===== src/rtl/imem_loader_if.sv =====
// Bus bundle between the UART byte source, the loader and the instruction
// RAM write port / CPU control. The loader uses the slave view; whatever feeds
// bytes and observes the writes uses the master view.
interface imem_loader_if #(
  parameter int ADDR_W = 8
) ();
  logic [7:0]        rx_data;
  logic              rx_valid;
  logic              mem_we;
  logic [ADDR_W-1:0] mem_addr;
  logic [31:0]       mem_wdata;
  logic              cpu_hold;
  logic              busy;
  logic              done;
  logic              error;

  modport slave (
    input  rx_data, rx_valid,
    output mem_we, mem_addr, mem_wdata, cpu_hold, busy, done, error
  );

  modport master (
    output rx_data, rx_valid,
    input  mem_we, mem_addr, mem_wdata, cpu_hold, busy, done, error
  );
endinterface


===== src/rtl/imem_loader.sv =====
// imem_loader: serial program loader for the CPU instruction memory.
// Frame: 0xA5, NHI, NLO, 4*N payload bytes (big-endian words), CSUM, where
// CSUM is the 8-bit wrapping sum of the payload bytes. Words are written to
// the instruction RAM from word 0 upward; the CPU is held in reset while a
// frame is in progress and released only after a matching checksum.
// Optional feature: define IMEM_LOADER_TIMEOUT_EN to abort a frame that sees
// TIMEOUT_CYC consecutive cycles without a byte.
module imem_loader #(
  parameter int ADDR_W      = 8,
  parameter int DEPTH       = 256,
  parameter int TIMEOUT_CYC = 1000000
) (
  input  logic          clk,
  input  logic          rst_n,
  imem_loader_if.slave  bus
);

  typedef enum logic [2:0] {IDLE, CNT_HI, CNT_LO, DATA, CSUM, ERR} state_t;

  localparam logic [7:0]  SYNC    = 8'hA5;
  localparam logic [16:0] DEPTH_L = 17'(DEPTH);

  state_t            state;
  logic [7:0]        cnt_hi;
  logic [15:0]       n_words;
  logic [15:0]       word_idx;
  logic [1:0]        byte_cnt;
  logic [7:0]        sum;
  logic [23:0]       shreg;
  logic              mem_we;
  logic [ADDR_W-1:0] mem_addr;
  logic [31:0]       mem_wdata;
  logic              cpu_hold;
  logic              busy;
  logic              done;
  logic              error;

  logic [15:0]       n_rx;
  logic [31:0]       word_rx;

  // Wrapping 8-bit checksum accumulation.
  function automatic logic [7:0] csum_add(input logic [7:0] acc, input logic [7:0] b);
    return acc + b;
  endfunction

  assign n_rx    = {cnt_hi, bus.rx_data};
  assign word_rx = {shreg, bus.rx_data};

`ifdef IMEM_LOADER_TIMEOUT_EN
  localparam logic [31:0] TO_LAST = 32'(TIMEOUT_CYC - 1);
  logic [31:0] to_cnt;
`else
  logic unused_timeout;
  assign unused_timeout = (TIMEOUT_CYC > 0);
`endif

  // Frame parser, word assembler and write strobe generation.
  always_ff @(posedge clk) begin
    if (!rst_n) begin
      state     <= IDLE;
      cnt_hi    <= '0;
      n_words   <= '0;
      word_idx  <= '0;
      byte_cnt  <= '0;
      sum       <= '0;
      mem_we    <= 1'b0;
      mem_addr  <= '0;
      mem_wdata <= '0;
      cpu_hold  <= 1'b0;
      busy      <= 1'b0;
      done      <= 1'b0;
      error     <= 1'b0;
`ifdef IMEM_LOADER_TIMEOUT_EN
      to_cnt    <= '0;
`endif
    end else begin
      mem_we <= 1'b0;
      case (state)
        // ERR keeps cpu_hold high; only a sync byte restarts loading.
        IDLE, ERR: begin
          if (bus.rx_valid && bus.rx_data == SYNC) begin
            state    <= CNT_HI;
            busy     <= 1'b1;
            cpu_hold <= 1'b1;
            done     <= 1'b0;
            error    <= 1'b0;
            sum      <= '0;
            word_idx <= '0;
            byte_cnt <= '0;
          end
        end
        CNT_HI: begin
          if (bus.rx_valid) begin
            cnt_hi <= bus.rx_data;
            state  <= CNT_LO;
          end
        end
        CNT_LO: begin
          if (bus.rx_valid) begin
            n_words <= n_rx;
            if ({1'b0, n_rx} > DEPTH_L) begin
              state <= ERR;
              error <= 1'b1;
              busy  <= 1'b0;
            end else if (n_rx == 16'd0) begin
              state <= CSUM;
            end else begin
              state <= DATA;
            end
          end
        end
        DATA: begin
          if (bus.rx_valid) begin
            shreg    <= word_rx[23:0];
            sum      <= csum_add(sum, bus.rx_data);
            byte_cnt <= byte_cnt + 2'd1;
            if (byte_cnt == 2'd3) begin
              mem_we    <= 1'b1;
              mem_addr  <= word_idx[ADDR_W-1:0];
              mem_wdata <= word_rx;
              word_idx  <= word_idx + 16'd1;
              if (word_idx == n_words - 16'd1) begin
                state <= CSUM;
              end
            end
          end
        end
        CSUM: begin
          if (bus.rx_valid) begin
            busy <= 1'b0;
            if (bus.rx_data == sum) begin
              state    <= IDLE;
              done     <= 1'b1;
              cpu_hold <= 1'b0;
            end else begin
              state <= ERR;
              error <= 1'b1;
            end
          end
        end
        default: state <= IDLE;
      endcase

`ifdef IMEM_LOADER_TIMEOUT_EN
      // Inter-byte watchdog: overrides the case above when it expires.
      if (state inside {CNT_HI, CNT_LO, DATA, CSUM}) begin
        if (bus.rx_valid) begin
          to_cnt <= '0;
        end else if (to_cnt == TO_LAST) begin
          to_cnt <= '0;
          state  <= ERR;
          error  <= 1'b1;
          busy   <= 1'b0;
        end else begin
          to_cnt <= to_cnt + 32'd1;
        end
      end else begin
        to_cnt <= '0;
      end
`endif
    end
  end

  assign bus.mem_we    = mem_we;
  assign bus.mem_addr  = mem_addr;
  assign bus.mem_wdata = mem_wdata;
  assign bus.cpu_hold  = cpu_hold;
  assign bus.busy      = busy;
  assign bus.done      = done;
  assign bus.error     = error;

endmodule


===== src/flat_wrapper.sv =====
// flat-port wrapper written by rule: the top's interface ports become plain ports
module imem_loader_flat 
#(
  parameter int ADDR_W      = 8,
  parameter int DEPTH       = 256,
  parameter int TIMEOUT_CYC = 1000000
)
  (clk, rst_n, bus_rx_data, bus_rx_valid, bus_mem_we, bus_mem_addr, bus_mem_wdata, bus_cpu_hold, bus_busy, bus_done, bus_error);
  imem_loader_if #(.ADDR_W(ADDR_W)) bus_i ();
  input  logic clk;
  input  logic rst_n;
  input wire logic [$bits(bus_i.rx_data)-1:0] bus_rx_data;
  input wire logic [$bits(bus_i.rx_valid)-1:0] bus_rx_valid;
  output wire logic [$bits(bus_i.mem_we)-1:0] bus_mem_we;
  output wire logic [$bits(bus_i.mem_addr)-1:0] bus_mem_addr;
  output wire logic [$bits(bus_i.mem_wdata)-1:0] bus_mem_wdata;
  output wire logic [$bits(bus_i.cpu_hold)-1:0] bus_cpu_hold;
  output wire logic [$bits(bus_i.busy)-1:0] bus_busy;
  output wire logic [$bits(bus_i.done)-1:0] bus_done;
  output wire logic [$bits(bus_i.error)-1:0] bus_error;
  assign bus_i.rx_data = bus_rx_data;
  assign bus_i.rx_valid = bus_rx_valid;
  assign bus_mem_we = bus_i.mem_we;
  assign bus_mem_addr = bus_i.mem_addr;
  assign bus_mem_wdata = bus_i.mem_wdata;
  assign bus_cpu_hold = bus_i.cpu_hold;
  assign bus_busy = bus_i.busy;
  assign bus_done = bus_i.done;
  assign bus_error = bus_i.error;
  imem_loader #(.ADDR_W(ADDR_W), .DEPTH(DEPTH), .TIMEOUT_CYC(TIMEOUT_CYC)) u_core (.clk(clk), .rst_n(rst_n), .bus(bus_i));
endmodule

===== config.mk =====
export PLATFORM = sky130hd
export DESIGN_NAME = imem_loader_flat
export DESIGN_NICKNAME = d
export VERILOG_FILES = /design/src/rtl/imem_loader_if.sv /design/src/rtl/imem_loader.sv /design/src/flat_wrapper.sv
export SDC_FILE = /design/constraint.sdc
export NUM_CORES = 1
export LEC_CHECK = 0
export BUFFER_PORTS_ARGS = -buffer_cell sky130_fd_sc_hd__buf_4
export CAP_MARGIN = 20
export CELL_PAD_IN_SITES_DETAIL_PLACEMENT = 1
export CELL_PAD_IN_SITES_GLOBAL_PLACEMENT = 2
export CORE_ASPECT_RATIO = 1.1
export CORE_MARGIN = 2
export CORE_UTILIZATION = 34
export CTS_BUF_LIST = sky130_fd_sc_hd__clkbuf_2
export CTS_CLUSTER_SIZE = 20
export DETAILED_ROUTE_END_ITERATION = 6
export PLACE_DENSITY_LB_ADDON = 0.1
export SLEW_MARGIN = 20
export SYNTH_ARGS = -nofsm -noshare
export SYNTH_HDL_FRONTEND = slang
export SYNTH_SLANG_ARGS = --single-unit
export TNS_END_PERCENT = 30

===== constraint.sdc =====
create_clock -name clk -period 2.1 [get_ports clk]
set_input_delay 0.105 -clock clk [delete_from_list [all_inputs] [get_ports clk]]
set_output_delay 0.105 -clock clk [all_outputs]
set_load 0.03 [all_outputs]

; Word-level counts from Yosys, hierarchy flattened
; Index checks and enable logic that the tools add are counted.
[word_totals]
mem_count = 0
wordCells = 94
mem_bits_rw = 0
latchBits = 0
inputBits = 11
mem_bits_ro = 0
output_inout_bits = 45
register_bits = 122
[op_classes]
mux = 39
n_shift = 0
n_eq_ne = 19
mul = 0
n_div = 0
reduce_logical = 17
add_sub_neg = 4
bitwise = 0
magnitude_cmp = 1
[ops]
columns = op, n
row1 = $mux W16, 3
row2 = $pmux W16 S2, 1
row3 = $mux W3, 10
row4 = $add A16 B1 Y16 const B, 1
row5 = $eq A16 B16 Y1, 1
row6 = $gt A16 B9 Y1 const B, 1
row7 = $logic_not A16 Y1, 1
row8 = $mux W8, 2
row9 = $pmux W8 S2, 1
row10 = $sub A16 B1 Y16 const B, 1
row11 = $pmux W3 S5, 1
row12 = $mux W1, 14
row13 = $ne A2 B1 Y1 const B, 5
row14 = $ne A2 B2 Y1 const B, 5
row15 = $reduce_and A3 Y1, 3
row16 = $add A8 B8 Y8, 1
row17 = $eq A8 B8 Y1, 1
row18 = $eq A8 B8 Y1 const B, 1
row19 = $reduce_and A4 Y1, 2
row20 = $reduce_and A7 Y1, 1
row21 = $eq A3 B2 Y1 const B, 2
row22 = $eq A3 B3 Y1 const B, 2
row23 = $pmux W1 S3, 2
row24 = $reduce_and A6 Y1, 1
row25 = 13 further kinds, 17

; Longest topological paths before layout
[logic_depth]
ltp_word = 6
depth_mapped = 10
mapped_depth_nobuf = 9

; Worst setup path before layout
; No wires, ideal clock.
[synth_timing]
path_kind = register -> register
start = register u_core.n_words[0]
end = register u_core.state[1]
path_slack_ns = -0.131
required_ns = 1.967
setup_time_ns = 0.133
n_path_buf = 0
synth_period_minus_slack_ns = 2.231
stages_incl_launch_ff = 10
t_arrival_ns = 2.097
cell_sequence = dfxtp_1 > inv_1 > ha_1 > nor4b_4 > nand4b_2 > or4b_1 > o211ai_1 > nor2_1 > nor4b_4 > o32ai_1
[synth_between]
elab_chain_cells = 4
[synth_lines]
columns = element, line_no
row1 = start: declaration, imem_loader.sv:25  ; logic [15:0] n_words;
row2 = start signal: assignment, imem_loader.sv:100  ; n_words <= n_rx;
row3 = $sub A16 B1 Y16, imem_loader.sv:122  ; if (word_idx == n_words - 16'd1) begin
row4 = $eq A16 B16 Y1, imem_loader.sv:122
row5 = $ne A2 B1 Y1 (no line), --
row6 = $reduce_and A7 Y1 (no line), --
row7 = end signal: assignment, imem_loader.sv:123  ; state <= CSUM;
row8 = end signal: assignment, imem_loader.sv:132  ; state <= IDLE;
row9 = end signal: assignment, imem_loader.sv:136  ; state <= ERR;
row10 = end: declaration, imem_loader.sv:23  ; state_t state;
; Every way passes these cells.
; A chain may end at the register's enable or synchronous reset.

; Final worst setup path
[layout_timing]
start = register u_core.n_words[1]
end = register u_core.state[2]
; The elaborated chain is that of the path after synthesis.

==> results_dict.tcl <==
set metrics [dict create \
    cts.sinks 122 \
    power_mw 4.42 \
    violations "negative setup slack" \
    synth_nets 641 \
    cts-buffers-inserted 17 \
    synth-seq-cells 122 \
    dp_hpwl_um 11500 \
    totalNegativeSetupSlack_ns -0.433 \
    synth_area_um2 5390 \
    setup-violations-final 4 \
    fin_crit_ns 2.23 \
    layout_commonest_cell "nand2_1" \
    area_delta_synth_final_pct 25.9 \
    async_reset_ff_share_pct 0 \
    fin_crit_sh_pct 106 \
    grt_max_degree 64 \
    h-tree-depth 4 \
    grt_pass1_wl_um 25300 \
    rsz0062_at_grt "true" \
    drive_above_1_share_pct 23.3 \
    yosysSeqAreaShare_pct 49.8 \
    die_area_um2 16900 \
    syn_avg_cell_area_um2 8.70 \
    synth_edf_count 24 \
    fin_cells 939 \
    viasPerCell 4.98 \
    die_width_um 124 \
    crit_path_max_incr_delay_ns 0.36 \
    crit_slowest_cell "dfxtp_2" \
    grt-ovfl-total 0 \
    clockBufferDepth 2 \
    mostFrequentLayoutCells "nand2_1 (156), buf_4 (107), dfxtp_1 (96)" \
    final_core_util_pct 43.4 \
    clk_pin_slew_ns 0.20 \
    crit_top_cell "nor4b_4" \
    worstPathRequired_ns 2.71 \
    avgRoutedWirePerCell_um 16.8 \
    first_global_vias 4792 \
    maxCapViolCount 0 \
    multiInputGateArea_um2 2620 \
    cts_tree "done" \
    yosysWarnings 0 \
    io_buffers 55 \
    fmax_mhz 447 \
    arrival_ns 2.85 \
    ir_drop_uv 234 \
    hp-class "in -> reg" \
    initial_core_util_pct 34.5 \
    outcome "finished with violations" \
    totalWireLength_um 15800 \
    critical_path_class "reg -> reg" \
    gp_congestion 0.842 \
    die_y_um 136 \
    dr.pass1.iters 4 \
    drt_iter0_drc 179 \
    slew_viol_final 0 \
    fillCellCount 1870 \
    num_rows 48 \
    cts_root_buffer "clkbuf_2" \
    finalWorstSetupSlack_ns -0.135 \
    power_leakage_nw 2.66 \
    antenna_found_initial 1 \
    cellPowerDensity_nw_per_um2 651 \
    track_usage_pct 19.8 \
    postSynthCellCount 619 \
    synth_flop_cell "dfxtp_1" \
    nNetsFinal 747 \
    tightest_slew_ns 0.489 \
    preCtsSetupSlack_ns -0.222 \
    cp_max_fo 3 \
    path_cells "inv_2 -> ha_4 -> nor4b_4 -> buf_4 -> a21oi_1 -> a211oi_1 -> nor3_2 -> o21ai_1 -> nor4b_4 -> a211o_1" \
    relSlewSlack_pct 67.4 \
    clk_latency_ns 0.73 \
    cp-end-kind "register" \
    skew_ns 0.0382 \
    routed-via-count 4679 \
    ys_types 57 \
    hold_viol 0 \
    start_kind "register" \
    seqCellArea_um2 2690 \
    drt.antenna.violating_nets 0 \
    drc 0 \
    dp_cells 895 \
    core_um2 15600 \
    ios 56 \
]
[cell families (layout without fill, tap and decap cells)]
kind of cell	count (synthesis)	in the layout	synth area share, %
AO/OA/AOI/OAI	117	117	12.5
XOR/XNOR	43	43	6.99
AND/OR/NAND/NOR	283	283	24.4
multiplexers	4	4	0.790
flip-flops	122	122	49.8
buffers and inverters	39	158	2.83
adder cells (fa/ha/maj)	11	11	2.69
other	0	1	0
[sequential cells by signal (all words and copies together), names as in the netlist]
signal,cells
u_core.bus.busy,1
u_core.bus.cpu_hold,1
u_core.bus.done,1
u_core.bus.error,1
u_core.bus.mem_addr,8
u_core.bus.mem_wdata,32
u_core.bus.mem_we,1
u_core.byte_cnt,2
u_core.cnt_hi,8
u_core.n_words,16
u_core.shreg,24
u_core.state,3
u_core.sum,8
u_core.word_idx,16
[where the power goes]
part	internal [mW]	total [mW]	switching, mW
Clock	0.569	1.53	0.963
Combinational	0.173	0.449	0.277
Sequential	2.41	2.44	0.0268
[critical path, delay by kind of cell, from the launching register on]
| family | cells | cell delay, ns |
|---|---|---|
| compound gates | 4 | 0.97 |
| fa+ha+maj | 1 | 0.12 |
| buf+inv | 2 | 0.23 |
| flops | 1 | 0.36 |
| simple gates | 3 | 0.45 |
[area by class of cell]
| cell class | instances | share of cell area (%) |
|---|---|---|
| Antenna cell | 1 | 0.0369 |
| Timing Repair Buffer | 120 | 14.2 |
| Multi-Input combinational cell | 458 | 38.6 |
| Tap cell | 200 | 3.69 |
| Sequential cell | 122 | 39.6 |
| Inverter | 6 | 0.387 |
| Clock buffer | 19 | 1.40 |
| Clock inverter | 13 | 2.10 |
[synthesized netlist by cell type, types with 5 or more instances]
cell	number	area share, %
nand2_1	156	11
nor3_1	18	1.7
nand3_1	15	1.4
nand4_1	7	0.81
ha_1	10	2.3
xnor2_1	19	3.1
clkbuf_1	28	2.0
a21oi_1	78	7.2
o21ai_0	8	0.74
inv_1	5	0.35
nor2_1	51	3.6
xor2_1	24	3.9
dfxtp_1	98	36
and3_1	7	0.81
a22oi_1	8	1.1
nor4_1	6	0.70
edfxtp_1	24	13
[worst paths after layout]
kind | startpoint | end | slack [ns] | depth (start not counted)
worst max-delay path | u_core.n_words[1] | u_core.state[2] | -0.13 | 10
worst min-delay path | bus_rx_data[0] | u_core.shreg[0] | 0.18 | 2
worst max register to register | u_core.n_words[1] | u_core.state[2] | -0.13 | 10
worst min register to register | u_core.shreg[11] | u_core.shreg[19] | 0.45 | 0
[metal layers]
layer	up-vias	share of wire [%]	track usage, %
met2	62	51	35.1
met1	2260	45	23.8
met3	19	2.4	4.40
met5	-	0	0
li1	2338	-	-
met4	0	1.3	5.56
[per-stage QoR]
step / area, um2 / hold WS, ns
final: 6780 / 0.179
after global routing: 6780 / 0.0860
after CTS: 6750 / 0.0986
after floorplan: 5400 / 0.204
after global placement: 6380 / 0.348
after detailed placement: 6380 / 0.349
[repair_timing]
| action | 4_1_cts | 5_1_grt |
|---|---|---|
| resized for setup | 9 | 6 |
| setup endpoints to repair | 5 | 13 |
| setup buffers | 1 | 0 |
| hold endpoints to repair | 63 | 0 |
| pin swaps | 5 | 4 |
| hold buffers | 10 | 0 |
No activity file was read; power rests on OpenSTA's default activity.
